--- src/rtl/multiword_add_sequencer.sv ---
// multiword_add_sequencer
//   Issue stage for a single-word combinational adder. It takes one wide
//   (WORDS*W-bit) add request and feeds the external adder one word pair per
//   cycle, least significant word first. The adder's carry-out of each word
//   becomes the carry-in of the next word. When the last word is done, the
//   block presents the wide sum, the final carry and the signed overflow.
//
//   Optional feature: define ADDSEQ_SUB_EN to honour in_sub (A-B). B is then
//   inverted and the initial carry is forced to 1. When the macro is not
//   defined, in_sub is ignored and no inversion logic is built.
//
// Ports
//   clk, rst_n            clock; asynchronous active-low reset
//   in_valid/in_ready     request handshake
//   in_a, in_b            N-bit operands, N = W*WORDS
//   in_cin                initial carry-in (ignored when subtracting)
//   in_sub                1 = A-B (only honoured with ADDSEQ_SUB_EN)
//   add_a/add_b/add_cin   word operands sent to the external adder
//   add_s/add_cout        combinational result returned by the adder
//   out_valid/out_ready   result handshake
//   out_sum/out_cout/out_ovf  wide sum, final carry, signed overflow
//
// state | meaning
// ------+--------------------------------------------------------------
// IDLE  | in_ready=1; waits for a request
// RUN   | one word per cycle through the adder, idx = current word
// DONE  | result held on out_* until out_ready

module multiword_add_sequencer #(
  parameter int W     = 32,
  parameter int WORDS = 4
) (
  input  logic             clk,
  input  logic             rst_n,
  input  logic             in_valid,
  output logic             in_ready,
  input  logic [W*WORDS-1:0] in_a,
  input  logic [W*WORDS-1:0] in_b,
  input  logic             in_cin,
  input  logic             in_sub,
  output logic [W-1:0]     add_a,
  output logic [W-1:0]     add_b,
  output logic             add_cin,
  input  logic [W-1:0]     add_s,
  input  logic             add_cout,
  output logic             out_valid,
  input  logic             out_ready,
  output logic [W*WORDS-1:0] out_sum,
  output logic             out_cout,
  output logic             out_ovf
);

  localparam int N     = W * WORDS;
  localparam int IDX_W = (WORDS > 1) ? $clog2(WORDS) : 1;
  localparam logic [IDX_W-1:0] LAST_IDX = IDX_W'(WORDS - 1);

  typedef enum logic [1:0] {IDLE, RUN, DONE} state_t;

  state_t           state, state_nxt;
  logic [IDX_W-1:0] idx;
  logic             carry;
  logic [N-1:0]     a_reg, b_reg, sum_reg;
  logic             cout_reg, ovf_reg;
  logic [N-1:0]     b_eff;
  logic             cin_eff;

`ifdef ADDSEQ_SUB_EN
  // Two's-complement subtract: A + ~B + 1.
  assign b_eff   = in_sub ? ~in_b : in_b;
  assign cin_eff = in_sub | in_cin;
`else
  logic unused_in_sub;
  assign unused_in_sub = in_sub;
  assign b_eff   = in_b;
  assign cin_eff = in_cin;
`endif

  always_ff @(posedge clk or negedge rst_n) begin
    if (!rst_n) begin
      state    <= IDLE;
      idx      <= '0;
      carry    <= 1'b0;
      a_reg    <= '0;
      b_reg    <= '0;
      sum_reg  <= '0;
      cout_reg <= 1'b0;
      ovf_reg  <= 1'b0;
    end else begin
      state <= state_nxt;
      case (state)
        IDLE: begin
          if (in_valid) begin
            a_reg <= in_a;
            b_reg <= b_eff;
            carry <= cin_eff;
            idx   <= '0;
          end
        end
        RUN: begin
          sum_reg[idx*W +: W] <= add_s;
          carry               <= add_cout;
          if (idx == LAST_IDX) begin
            cout_reg <= add_cout;
            // Overflow: operands share a sign but the top word's sum bit differs.
            ovf_reg  <= (a_reg[N-1] == b_reg[N-1]) & (add_s[W-1] != a_reg[N-1]);
            idx      <= '0;
          end else begin
            idx <= idx + 1'b1;
          end
        end
        default: ;
      endcase
    end
  end

  always_comb begin
    state_nxt = state;
    in_ready  = 1'b0;
    add_a     = '0;
    add_b     = '0;
    add_cin   = 1'b0;
    case (state)
      IDLE: begin
        in_ready = 1'b1;
        if (in_valid) state_nxt = RUN;
      end
      RUN: begin
        add_a   = a_reg[idx*W +: W];
        add_b   = b_reg[idx*W +: W];
        add_cin = carry;
        if (idx == LAST_IDX) state_nxt = DONE;
      end
      DONE: begin
        if (out_ready) state_nxt = IDLE;
      end
      default: state_nxt = IDLE;
    endcase
  end

  assign out_valid = (state == DONE);
  assign out_sum   = sum_reg;
  assign out_cout  = cout_reg;
  assign out_ovf   = ovf_reg;

endmodule
--- config.mk ---
export PLATFORM = sky130hd
export DESIGN_NAME = multiword_add_sequencer
export DESIGN_NICKNAME = d
export VERILOG_FILES = /design/src/rtl/multiword_add_sequencer.sv
export SDC_FILE = /design/constraint.sdc
export NUM_CORES = 1
export LEC_CHECK = 0
export ABC_AREA = 1
export CORE_MARGIN = 2
export CORE_UTILIZATION = 44
export DETAILED_ROUTE_END_ITERATION = 7
export PLACE_DENSITY = 0.75
export SKIP_CTS_REPAIR_TIMING = 1
export SLEW_MARGIN = 20
export SYNTH_ARGS = -nofsm -noshare
export SYNTH_HDL_FRONTEND = slang
export SYNTH_SLANG_ARGS = --single-unit
--- constraint.sdc ---
create_clock -name clk -period 2 [get_ports clk]
set_clock_uncertainty 0.1 [all_clocks]
set_input_delay 0.2 -clock clk [delete_from_list [all_inputs] [get_ports clk]]
set_output_delay 0.2 -clock clk [all_outputs]
set_load 0.02 [all_outputs]
==> qor.txt <==
status: complete, but fails checks
failing checks: setup timing
Nets: 3058
drt wl/cell: 17.7 µm
first-pass GRT wire length: 90300 µm
via count: 16.9k
Worst-Skew Late Latency: 0.56 ns
Synth area leader: dfrtp_1
commonest cells after routing, fill and taps aside: nand2_1 (621), clkdlybuf4s50_1 (422), dfrtp_1 (389), inv_1 (296)
post-route ant nets: 0
Yosys cell types: 20
Tmin final: 2.35 ns
worst slew pin tran: 0.512 ns
initial antenna violation count: 14
final setup vio count: 192
synthesized cell area: 0.0178 mm²
H-tree depth: 2
Die W: 205 µm
DRC: 0
Worst EP required: 1.70 ns
f_max: 426 MHz
VDD IR-drop max: 929 µV
delay of the slowest cell on the worst path: 0.49 ns
vias in the first global route: 16.7k
period utilization: 117%
Buf/Inv on CP: 4
synthesized area per cell: 7.78 µm²
final worst slack: -0.349 ns
class of the tightest hold or removal check: input port to asynchronous set/reset pin
routed wire length: 58700 µm
Pleak: 12.9 nW
total gr overflow: 0
CP Launch Type: flop
reg-to-reg slack, setup: -0.23 ns
share of cells above drive strength 1: 8.79%
most common cell after layout, fill and taps aside: nand2_1
CP endpoint kind: output pin
RSZ-0062 raised after global routing: yes
Max-slew headroom: 65.9%
Die H: 205 µm
Post-Syn Nets: 2584
largest net degree at the start of global routing: 74
CTS tree: done
busiest grt layer: met2
flops & latches, synth: 391
slowest CP cell: dfrtp_4
fin cells: 3318
Final TNS setup: -31.58 ns
post-layout util: 63.3%
drt via density: 5.09
met2 Usage GRT: 44.4%
IO Pins: 492
HPWL after detailed placement: 41900 µm
Synth top area share: 55.1%
Design Power: 41.4 mW
Routability Congestion: 0.890
Syn-to-layout area delta: 42.0%
TritonCTS buffer count: 41
worst-path maximum fanout: 20
PD cells: 1640 mW/mm²
MaxCap Viol Count: 0
clock sink count: 391
starting density of the core: 44.6%
Synth warnings: 0
gr usage total: 27.5%
CP Class: flop to output pin
Inst Count DP: 3237
Post-Place Worst Slack: -0.187 ns
# rows: 73
DRT iter0 DRCs: 1023
Final Max Tran Viols: 0
top cells by area, synth: dfrtp_1 (55%), nand2_1 (13%), a21oi_1 (9.0%)
post-synthesis sequential area ratio: 55.1%
CP Cell Sequence: inv_6 -> buf_4 -> buf_12 -> nand2_1 -> nand3_1 -> a21oi_1 -> dlymetal6s2s_1
final hold vios: 0
clock-pin slew on the worst setup and hold paths: 0.06 ns
Syn Inst Count: 2284
met3 Resource Use GR: 6.65%
1st-pass router iterations: 5
clk buf depth: 3
die area: 0.0420 mm²
Worst path top cell family by delay: buffers and inverters
Core Box Area: 0.0398 mm²
clock root buffer: clkbuf_16
CP arrival: 2.05 ns
PortBufs: 490
grt met1 use: 34.9%
==> routing by layer <==
layer	part of all wire [%]	wire length, µm
met2	47	27800
met5	0.19	110
met1	39	23000
met4	4.4	2560
met3	8.8	5190
==> power by group <==
part	internal [mW]	total (mW)	switching (mW)
clock	4.37	7.47	3.11
sequential	11.3	12.6	1.30
combinational	8.33	21.3	13.0
==> worst paths after layout <==
kind	startpoint	depth (start not counted)	endpoint
worst max-delay path	idx[0]$_DFFE_PN0P_	7	add_a[17]
worst min-delay path	rst_n	2	out_sum[21]$_DFFE_PN0P_
worst min register to register	out_sum[60]$_DFFE_PN0P_	2	out_sum[60]$_DFFE_PN0P_
max in group asynchronous	rst_n	3	a_reg[74]$_DFFE_PN0P_
worst max register to register	idx[0]$_DFFE_PN0P_	9	out_sum[114]$_DFFE_PN0P_
min in group clk	in_a[71]	3	a_reg[71]$_DFFE_PN0P_
==> final cells by class <==
class | count | area [µm²]
Clock buffer | 63 | 1230
Timing Repair Buffer | 575 | 6010
Multi-Input combinational cell | 1450 | 6310
Antenna cell | 5 | 12.5
Fill cell | 3416 | 14600
Tap cell | 525 | 657
Clock inverter | 10 | 81.3
Inverter | 299 | 1130
Sequential cell | 391 | 9790
==> cell families after synthesis <==
kind of cell / share of synthesized area (%)
AND/OR/NAND/NOR: 24.3
buffers and inverters: 10.1
flip-flops: 55.1
AO/OA/AOI/OAI: 10.1
adder cells (fa/ha/maj): 0.352
==> cells in the mapped netlist <==
master and instances:
ha_1 5, inv_1 298, buf_4 13, dfrtp_1 391
inv_2 1, nand2_2 4, nand3_1 163, buf_1 10
nor2_2 2, nor2_1 292, nor2_4 3, clkbuf_1 53
a21oi_1 320, o21ai_1 1, o21ai_0 35, buf_2 68
nand2_1 622, o31ai_1 1, o211ai_1 1, nand4_1 1
==> metrics by stage <==
step | instance area, µm² | hold slack (ns)
2_1_floorplan | 17800 | -0.196
3_3_place_gp | 23800 | 0.0793
5_1_grt | 25200 | 0.103
3_5_place_dp | 23800 | 0.0839
4_1_cts | 25100 | -0.513
6_report | 25200 | 0.0947
No activity file was read; power rests on OpenSTA's default activity.
